### src/rtl/vga_timing_gen.sv
// VGA raster timing generator: pixel strobe, x/y scan counters, hsync/vsync/active decodes.
// Optional frame counter output enabled by defining VGA_FRAME_CNT_EN.
module vga_timing_gen #(
    parameter int CLK_DIV  = 2,
    parameter int H_ACTIVE = 640,
    parameter int H_FP     = 16,
    parameter int H_SYNC   = 96,
    parameter int H_BP     = 48,
    parameter int V_ACTIVE = 480,
    parameter int V_FP     = 10,
    parameter int V_SYNC   = 2,
    parameter int V_BP     = 33,
    parameter bit H_POL    = 1'b0,
    parameter bit V_POL    = 1'b0
) (
    input  logic        clk,
    input  logic        rst,
    output logic        pix_en,
    output logic [9:0]  x,
    output logic [9:0]  y,
    output logic        hsync,
    output logic        vsync,
    output logic        active,
    output logic        line_start,
    output logic        frame_start
`ifdef VGA_FRAME_CNT_EN
    ,
    output logic [15:0] frame_cnt
`endif
);

    localparam int H_TOTAL = H_ACTIVE + H_FP + H_SYNC + H_BP;
    localparam int V_TOTAL = V_ACTIVE + V_FP + V_SYNC + V_BP;
    localparam int DIV_W   = (CLK_DIV > 1) ? $clog2(CLK_DIV) : 1;

    localparam logic [DIV_W-1:0] DIV_LAST = DIV_W'(CLK_DIV - 1);
    localparam logic [DIV_W-1:0] DIV_ONE  = DIV_W'(1);

    localparam logic [9:0] X_LAST  = 10'(H_TOTAL - 1);
    localparam logic [9:0] Y_LAST  = 10'(V_TOTAL - 1);
    localparam logic [9:0] X_ACT   = 10'(H_ACTIVE);
    localparam logic [9:0] Y_ACT   = 10'(V_ACTIVE);
    localparam logic [9:0] HS_BEG  = 10'(H_ACTIVE + H_FP);
    localparam logic [9:0] HS_END  = 10'(H_ACTIVE + H_FP + H_SYNC);
    localparam logic [9:0] VS_BEG  = 10'(V_ACTIVE + V_FP);
    localparam logic [9:0] VS_END  = 10'(V_ACTIVE + V_FP + V_SYNC);

    logic [DIV_W-1:0] div_cnt;
    logic             run;
    logic             div_last;
    logic             x_wrap;
    logic             y_wrap;

    // Half-open window test shared by the sync decodes.
    function automatic logic in_window(input logic [9:0] v, input logic [9:0] lo,
                                       input logic [9:0] hi);
        return (v >= lo) && (v < hi);
    endfunction

    assign div_last = (div_cnt == DIV_LAST);
    assign x_wrap   = (x == X_LAST);
    assign y_wrap   = (y == Y_LAST);

    // Divider and scan counters; div_cnt only runs once run is set so the
    // first pixel after reset release is a full CLK_DIV clocks long.
    always_ff @(posedge clk) begin
        if (rst) begin
            run     <= 1'b0;
            div_cnt <= '0;
            x       <= '0;
            y       <= '0;
`ifdef VGA_FRAME_CNT_EN
            frame_cnt <= '0;
`endif
        end else begin
            run <= 1'b1;
            if (run) begin
                if (div_last) begin
                    div_cnt <= '0;
                end else begin
                    div_cnt <= div_cnt + DIV_ONE;
                end
            end
            if (pix_en) begin
                if (x_wrap) begin
                    x <= '0;
                    if (y_wrap) begin
                        y <= '0;
`ifdef VGA_FRAME_CNT_EN
                        frame_cnt <= frame_cnt + 16'd1;
`endif
                    end else begin
                        y <= y + 10'd1;
                    end
                end else begin
                    x <= x + 10'd1;
                end
            end
        end
    end

    // Zero-latency decodes of the registered counters, forced idle while run=0.
    assign pix_en      = run & div_last;
    assign active      = run & (x < X_ACT) & (y < Y_ACT);
    assign hsync       = (run && in_window(x, HS_BEG, HS_END)) ? H_POL : ~H_POL;
    assign vsync       = (run && in_window(y, VS_BEG, VS_END)) ? V_POL : ~V_POL;
    assign line_start  = pix_en & (x == 10'd0);
    assign frame_start = line_start & (y == 10'd0);

endmodule
### config.mk
export PLATFORM = sky130hd
export DESIGN_NAME = vga_timing_gen
export DESIGN_NICKNAME = d
export VERILOG_FILES = /design/src/rtl/vga_timing_gen.sv
export SDC_FILE = /design/constraint.sdc
export NUM_CORES = 1
export LEC_CHECK = 0
export CORE_UTILIZATION = 50
export DETAILED_ROUTE_END_ITERATION = 12
export GPL_TIMING_DRIVEN = 0
export PLACE_DENSITY = 0.81
export SYNTH_ARGS = -nofsm -noshare
export SYNTH_HDL_FRONTEND = slang
export SYNTH_SLANG_ARGS = --single-unit
### constraint.sdc
create_clock -name clk -period 5 [get_ports clk]
set_clock_uncertainty 0.1 [all_clocks]
set_input_delay 1.25 -clock clk [delete_from_list [all_inputs] [get_ports clk]]
set_output_delay 1.25 -clock clk [all_outputs]
set_load 0.01 [all_outputs]
---- Word-level counts from Yosys, hierarchy flattened ----
Cells that the tools add are included.
cells by class
  bitwise operators ....................... 5
  reductions and logical operators ........ 7
  $lt $le $gt $ge ......................... 6
  add/subtract/negate cells ............... 3
  muxes and demuxes ....................... 6
  equal/unequal tests ..................... 2
operator list
  cell                                                                     number
  10-bit by 1-bit adder with 10-bit output (second input constant)         2
  10-bit equality test (second input constant)                             2
  10-bit logical NOT                                                       2
  10-bit < comparator (second input constant)                              2
  10-bit by 9-bit < comparator with 1-bit output (second input constant)   2
  10-bit 2-to-1 mux                                                        2
  10-bit >= comparator (second input constant)                             1
  10-bit by 9-bit >= comparator with 1-bit output (second input constant)  1
  1-bit AND                                                                5
  1-bit logical AND                                                        4
  1-bit 2-to-1 mux                                                         4
  2-bit AND reduction                                                      1
  1-bit adder (second input constant)                                      1
storage, ports and cells
  input port bits ......................... 2
  output and inout port bits .............. 26
  register bits ........................... 22

---- Logic depth before layout (Yosys ltp) ----
Gate-level depths: netlist of run 1.
  word-level depth ........................ 4
  mapped depth ............................ 7
  mapped depth without buffers ............ 6

---- Least setup slack after synthesis of run 1 ----
OpenSTA, ideal clock, no wires.
  kind .................................... register -> output
  start point ............................. reg run
  end point ............................... out frame_start
  setup slack ............................. 2329 ps
  arrival ................................. 1321 ps
  data required time ...................... 3650 ps
  stages on the path, launching flop included .. 5
  cells stage by stage .................... dfxtp_1 and2_1 clkbuf_1 and4_1 and4_1
on the way
  longest elaborated chain between the ends .. 3
ends and longest elaborated chain
  what                    line  text
  start, declared         49    logic run;
  start signal, assigned  68    run <= 1'b0;
  start signal, assigned  76    run <= 1'b1;
  1-bit AND               103   assign pix_en = run & div_last;
  via pix_en              18    output logic pix_en,
  1-bit AND               107   assign line_start = pix_en & (x == 10'd0);
  via line_start          24    output logic line_start,
  1-bit AND               108   assign frame_start = line_start & (y == 10'd0);
  end, declared           25    output logic frame_start
The timed path passes the listed nets, and every way through them passes these cells.

---- Worst setup path after layout of run 1 ----
  start point ............................. reg run
  end point ............................... out frame_start
on the way
  longest elaborated chain between the ends .. 3
ends and longest elaborated chain
  what       line
  1-bit AND  103
  1-bit AND  107
  1-bit AND  108
No other way between the ends.

==> results of run 1 <==
-- layer usage --
metal,track usage (%),share of wire [%]
met3,3.40,5.6
met5,0,0
met1,32.1,46
met2,39.8,47
met4,10.5,1.6
-- per-stage QoR --
stage / power, W / cell area, sq um / utilization, % / cells
final: 0.000282 / 1480 / 67.6 / 194
after global routing: 0.000294 / 1480 / 67.6 / 194
after global placement: 0.000204 / 1460 / 66.6 / 191
after CTS: 0.000284 / 1480 / 67.6 / 194
after detailed placement: 0.000205 / 1460 / 66.6 / 191
after floorplan: 0.000194 / 1150 / - / 136
-- sequential cells by signal, summed over array words and instances, names as in the netlist --
name,count
div_cnt,1
x,10
run,1
y,10
-- worst min-delay path by stage --
stage                            startpoint           endpoint  depth (start not counted)
after floorplan           y[8]$_SDFFE_PP0P_  y[8]$_SDFFE_PP0P_                          2
after global placement    y[8]$_SDFFE_PP0P_  y[8]$_SDFFE_PP0P_                          2
after detailed placement  y[8]$_SDFFE_PP0P_  y[8]$_SDFFE_PP0P_                          2
after CTS                 y[8]$_SDFFE_PP0P_  y[8]$_SDFFE_PP0P_                          2
after global routing      y[8]$_SDFFE_PP0P_  y[8]$_SDFFE_PP0P_                          2
final                     y[8]$_SDFFE_PP0P_  y[8]$_SDFFE_PP0P_                          2
-- cell usage in the layout, fill, tap and decap left out, types with 2 or more instances in the layout --
cell type	instances
sky130_fd_sc_hd__and4_1	5
sky130_fd_sc_hd__and2_1	2
sky130_fd_sc_hd__xnor2_1	5
sky130_fd_sc_hd__xor2_1	4
sky130_fd_sc_hd__nor3_1	4
sky130_fd_sc_hd__clkbuf_4	3
sky130_fd_sc_hd__o21ai_0	9
sky130_fd_sc_hd__nand3_1	7
sky130_fd_sc_hd__inv_1	6
sky130_fd_sc_hd__nand2_1	7
sky130_fd_sc_hd__or3_1	9
sky130_fd_sc_hd__a21oi_1	10
sky130_fd_sc_hd__nand4b_1	2
sky130_fd_sc_hd__clkdlybuf4s50_1	27
sky130_fd_sc_hd__nor4b_1	2
sky130_fd_sc_hd__dfxtp_1	22
sky130_fd_sc_hd__nor2_1	12
sky130_fd_sc_hd__ha_1	4
sky130_fd_sc_hd__nor4_1	2
sky130_fd_sc_hd__clkbuf_1	3
sky130_fd_sc_hd__nand4_1	7
-- area by class of cell --
cell class	instances	area share, %
Multi-Input combinational cell	103	44.8
Sequential cell	22	29.7
Timing Repair Buffer	27	18.2
Tap cell	28	2.36
Buffer	5	1.86
Clock buffer	3	1.52
Inverter	6	1.52
-- where the power goes --
group / switching (W) / internal (W) / total (W)
registers: 0.00000353 / 0.000177 / 0.000181
logic: 0.00000945 / 0.0000104 / 0.0000198
clock network: 0.0000533 / 0.0000281 / 0.0000814
total: 0.0000663 / 0.000216 / 0.000282
-- worst min-delay path: cells and delay by family, from the launching register on --
kind / cells / cell delay [ps]
flops: 1 / 360
compound gates: 2 / 130
-- cell families (layout without fill, tap and decap cells) --
family,Yosys count,count (layout),share of synthesized area [%]
AO/OA/AOI/OAI,23,23,11.2
AND/OR/NAND/NOR,66,66,34.3
adder cells (fa/ha/maj),4,4,4.34
XOR/XNOR,9,9,6.83
buffers and inverters,11,41,4.34
flip-flops,22,22,38.2
multiplexers,1,1,0.868
==> flow_summary_export.csv, run 1 <==
group,metric,value,unit
worst_setup_path,cp.depth,5,
finish,multiInputGateArea,663,sq um
synthesis,synthDominantAreaCellType,"sky130_fd_sc_hd__dfxtp_1",
cts,post_cts.repair.setup_buffers,0,
synthesis,synth_area_per_cell,8.48,sq um
route,routed_wirelength,2690,um
timing,fmaxAchievable,0.283,GHz
timing,setup_total_negative_slack,0,ps
cts,cts.sinks,22,
cts,cts.htree.levels,1,
power,power_per_cell_area,190,mW/mm^2
synthesis,post_synth_most_frequent_cells,"sky130_fd_sc_hd__dfxtp_1, sky130_fd_sc_hd__nor2_1, sky130_fd_sc_hd__a21oi_1, sky130_fd_sc_hd__o21ai_0, sky130_fd_sc_hd__or3_1",
worst_setup_path,critical_path.max_fanout,7,
worst_setup_path,r2r.worst_path.cells,6,
cts,clock_tree.root_cell,"sky130_fd_sc_hd__clkbuf_4",
placement,dp_worst_setup_slack,1790,ps
finish,n_fill_cell,182,
route,antenna_violating_nets_post_route,0,
route,vias,1143,
placement,numPortBuffers,27,
finish,final_nets,174,
timing,unrepaired_setup_endpoints_after_global_routing,"no",
finish,drive_gt1_share,5.42,%
floorplan,die_h,50.0,um
synthesis,yosysSeqAreaShare,38.2,%
global_route,gr-total-overflow,0,
timing,worst-slew-pin-transition,414,ps
route,post-route-drc-count,0,
timing,post-route-min-period,3540,ps
floorplan,initial_utilization,52.7,%
floorplan,pin_count,28,
finish,regArea,440,sq um
route,wire_per_inst,13.9,um
floorplan,floorplan.rows,17,
worst_setup_path,path_delay_family,"buffers and inverters",
timing,finalWorstSetupSlack,1460,ps
placement,place.gp.congestion,0.804,
synthesis,ys.warnings.count,0,
synthesis,async_flop_share,0,%
finish,antenna_cells,0,
synthesis,synth_most_common_cell,"sky130_fd_sc_hd__dfxtp_1",
worst_setup_path,cp_common_cell,"sky130_fd_sc_hd__and4_1",
global_route,first_pass_grt_wire_length,4640,um
worst_setup_path,criticalPathCategory,"reg -> out",
cts,ctsLongestPathBuffers,2,
route,drt_iter0_markers,20,
status,status,"finished, final reports clean",
synthesis,ys_top_cells_by_area,"sky130_fd_sc_hd__dfxtp_1, sky130_fd_sc_hd__or3_1, sky130_fd_sc_hd__a21oi_1",
synthesis,ys.flop_type,"sky130_fd_sc_hd__dfxtp_1",
worst_setup_path,reg2reg_setup_slack,2720,ps
run,drv.max_cap_violation_count,0,
worst_setup_path,cp_data_arrival_time,2190,ps
worst_setup_path,start_kind,"flip-flop",
global_route,grt_antenna_before_repair,0,
worst_setup_path,cp-startpoint,"run$_DFF_P_",
worst_setup_path,critical_path.cell_chain,"and2_1, clkbuf_1, and4_1, and4_1, clkdlybuf4s50_1",
synthesis,synth.cell_area,0.00115,sq mm
cts,tritoncts.num_buffers,3,
worst_setup_path,rr_endpoint,"y[8]$_SDFFE_PP0P_",
worst_setup_path,critical_path.reg2reg.startpoint,"x[0]$_SDFFE_PP0P_",
global_route,maximum_number_of_pins_on_one_net_before_global_route_repair,12,
worst_setup_path,cp-endpoint,"frame_start",
timing,period_share,70.7,%
finish,synthToLayoutAreaGrowth,28.4,%
synthesis,yosys.cell_types.count,33,
timing,setup-violations-final,0,
worst_setup_path,timing.critical_path.slowest_stage_cell,"sky130_fd_sc_hd__clkdlybuf4s50_1",
hold_path,min-delay-path-class,"reg -> reg",
worst_setup_path,critical_path.max_stage_delay,540,ps
worst_setup_path,timing.critical_path.buf_inv,2,
synthesis,synth_seq_cells,22,
synthesis,synth_enable_flop_cells,0,
synthesis,synth_cells,136,
timing,hold_violations,0,
power,vdd_ir_drop_max,177,uV
floorplan,floorplan.die_area,0.00250,sq mm
floorplan,die_x,50.0,um
global_route,gr-usage-all-layers,24.6,%
cts,cts_tree,"built",
worst_setup_path,cp-end-kind,"output port",
cts,ctsHoldBuffers,0,
cts,worst_skew_pair.late_latency,310,ps
synthesis,synthDominantCellAreaShare,38.2,%
global_route,vias_in_the_first_global_route,1032,
placement,place.detailed.hpwl,1970,um
timing,maxSlewViolCount,0,
power,power.leakage,0.473,nW
cts,cts.reportedPaths.clkPinSlew,120,ps
route,detail_route.vias_per_cell,5.89,
floorplan,floorplan.core_area,0.00219,sq mm
timing,slew_headroom,72.1,%
route,drtPass1Iterations,4,
worst_setup_path,required_time_reported_for_the_critical_path_endpoint,3650,ps
cts,cts_repair_resize_count,0,
synthesis,syn_nets,142,
timing,hold-worst-slack,424,ps
Note: power is estimated with default switching activity, not from simulation.
==> run 2: changes to the inputs <==
CORE_UTILIZATION = 43   (was 50)
PLACE_DENSITY = 0.74   (was 0.81)
clock period = 2.95 ns   (was 5 ns; I/O delays follow)
==> run 2 against run 1 <==
Net effect: sequential power grew 70%; wire length up 2.0%; design area up 3.4%; critical path depth fell by 1; final cell count rose by 1.5%; combinational power increased by 68%; count of clock-buffer cells in the layout stayed put; first-iteration DRC count up 15%; via count shrank 3.0%; setup slack got worse by 1200 ps; clock power rose to 2.9 times the previous value; largest power group unchanged.
==> flow_summary_export.csv, run 2 (same netlist as run 1, synthesis figures left out) <==
group,metric,value,unit
cts,cts.sinks,22,
worst_setup_path,critical_path.cell_chain,"and2_1, clkbuf_1, and4_1, clkdlybuf4s50_1",
power,total_power,0.000577,W
floorplan,floorplan.core_area,0.00250,sq mm
hold_path,min-delay-path-class,"reg -> reg",
worst_setup_path,cp_data_arrival_time,1900,ps
route,vias,1109,
cts,tritoncts.num_buffers,3,
timing,setup-violations-final,0,
cts,cts.htree.levels,1,
route,detail_route.vias_per_cell,5.63,
finish,synthToLayoutAreaGrowth,32.8,%
worst_setup_path,path_delay_family,"buffers and inverters",
timing,period_share,92.7,%
route,antenna_violating_nets_post_route,0,
finish,final_common_cell,"sky130_fd_sc_hd__clkdlybuf4s50_1",
floorplan,floorplan.die_area,0.00289,sq mm
floorplan,die_h,53.8,um
route,wire_per_inst,13.9,um
cts,cts_tree,"built",
worst_setup_path,critical_path.max_stage_delay,560,ps
global_route,gr-total-overflow,0,
cts,worst_skew_pair.late_latency,320,ps
floorplan,pin_count,28,
power,power.leakage,0.509,nW
timing,post-route-min-period,2730,ps
route,post-route-drc-count,0,
worst_setup_path,required_time_reported_for_the_critical_path_endpoint,2110,ps
global_route,gr-usage-all-layers,21.8,%
finish,antenna_cells,0,
route,routed_wirelength,2740,um
placement,post_dp_cell_area,0.00146,sq mm
cts,ctsHoldBuffers,0,
timing,hold_violations,0,
worst_setup_path,rr_endpoint,"y[8]$_SDFFE_PP0P_",
floorplan,die_x,53.8,um
worst_setup_path,criticalPathCategory,"reg -> out",
finish,final_nets,174,
placement,place.gp.congestion,0.866,
hold_path,hp-start,"y[8]$_SDFFE_PP0P_",
finish,post-route-cell-area,0.00153,sq mm
timing,setup_total_negative_slack,0,ps
worst_setup_path,cp-end-kind,"output port",
placement,place.detailed.hpwl,2020,um
finish,layout.cells.most_common_list,"sky130_fd_sc_hd__clkdlybuf4s50_1, sky130_fd_sc_hd__dfxtp_1, sky130_fd_sc_hd__nor2_1",
floorplan,floorplan.rows,18,
timing,unrepaired_setup_endpoints_after_global_routing,"no",
global_route,first_pass_grt_wire_length,4510,um
timing,maxSlewViolCount,0,
worst_setup_path,timing.critical_path.buf_inv,2,
worst_setup_path,reg2reg_setup_slack,700,ps
global_route,vias_in_the_first_global_route,970,
power,vdd_ir_drop_max,348,uV
finish,drive_gt1_share,8.38,%
route,drt_iter0_markers,23,
worst_setup_path,r2r.worst_path.cells,6,
worst_setup_path,start_kind,"flip-flop",
timing,worst-slew-pin-transition,473,ps
run,drv.max_cap_violation_count,0,
global_route,maximum_number_of_pins_on_one_net_before_global_route_repair,14,
cts,cts.reportedPaths.clkPinSlew,130,ps
power,power_per_cell_area,377,mW/mm^2
timing,slew_headroom,68.2,%
worst_setup_path,cp.depth,4,
worst_setup_path,timing.critical_path.slowest_stage_cell,"sky130_fd_sc_hd__clkdlybuf4s50_1",
placement,numPortBuffers,27,
worst_setup_path,critical_path.max_fanout,7,
route,drtPass1Iterations,4,
hold_path,holdPathStages,2,
global_route,grt_antenna_before_repair,0,
timing,fmaxAchievable,0.366,GHz
finish,biggestRegsByFlops,"x x10, y x10",
hold_path,min_delay_worst_endpoint,"y[8]$_SDFFE_PP0P_",
cts,clock_tree.root_cell,"sky130_fd_sc_hd__clkbuf_4",
floorplan,initial_utilization,46.1,%
cts,ctsLongestPathBuffers,2,
worst_setup_path,critical_path.reg2reg.startpoint,"x[0]$_SDFFE_PP0P_",
status,status,"finished, final reports clean",
[run 2: through the flow]
stage | hold slack [ps] | worst slack [ps] | util (%) | std cells
after floorplan | 417 | 762 | - | 136
after global placement | 389 | 285 | 58.5 | 193
after detailed placement | 404 | 330 | 58.5 | 193
after CTS | 422 | 23.6 | 60.6 | 197
after global routing | 469 | 114 | 61.3 | 197
final | 438 | 216 | 61.3 | 197
[run 2: worst register-to-register path: cells and delay by family, from the launching register on]
| kind | cells | cell delay [ps] |
|---|---|---|
| AO/OA/AOI/OAI | 1 | 140 |
| buffers and inverters | 1 | 150 |
| AND/OR/NAND/NOR | 3 | 1150 |
| adder cells (fa/ha/maj) | 1 | 220 |
| flip-flops | 1 | 430 |
[run 2: worst max path at each step]
stage / startpoint / slack (ps) / end
2_1_floorplan: x[0]$_SDFFE_PP0P_ / 760 / y[8]$_SDFFE_PP0P_
3_3_place_gp: run$_DFF_P_ / 290 / frame_start
3_5_place_dp: run$_DFF_P_ / 330 / frame_start
4_1_cts: x[0]$_SDFFE_PP0P_ / 20 / frame_start
5_1_grt: run$_DFF_P_ / 110 / line_start
6_report: run$_DFF_P_ / 220 / line_start
[run 2: cell type report]
type	instances	area, sq um
Fill cell	239	968
Multi-Input combinational cell	103	676
Timing Repair Buffer	27	273
Clock inverter	1	30.0
Tap cell	30	37.5
Sequential cell	22	443
Buffer	5	27.5
Clock buffer	3	22.5
Inverter	6	22.5
[run 2: where the power goes]
group / switching, W / internal, W / total [W] / leakage (nW)
Sequential: 0.00000609 / 0.000301 / 0.000307 / 0.178
Combinational: 0.0000157 / 0.0000177 / 0.0000333 / 0.303
Clock: 0.0000992 / 0.000137 / 0.000237 / 0.0279
[run 2: routing by layer]
layer / share of wire (%) / GRT usage (%) / up-vias / wire length, um
met2: 48 / 33.7 / 34 / 1310
met5: 0 / 0 / - / 0
met1: 47 / 29.1 / 511 / 1280
met3: 4.4 / 3.95 / 5 / 120
met4: 1.2 / 9.65 / 0 / 34
li1: - / - / 559 / -
[run 2: repair_timing]
| item | CTS | global route |
|---|---|---|
| buffers inserted | 0 | 0 |
| gates resized for setup | 1 | 4 |
| pin swaps | 0 | 1 |
| setup endpoints to repair | 1 | 1 |
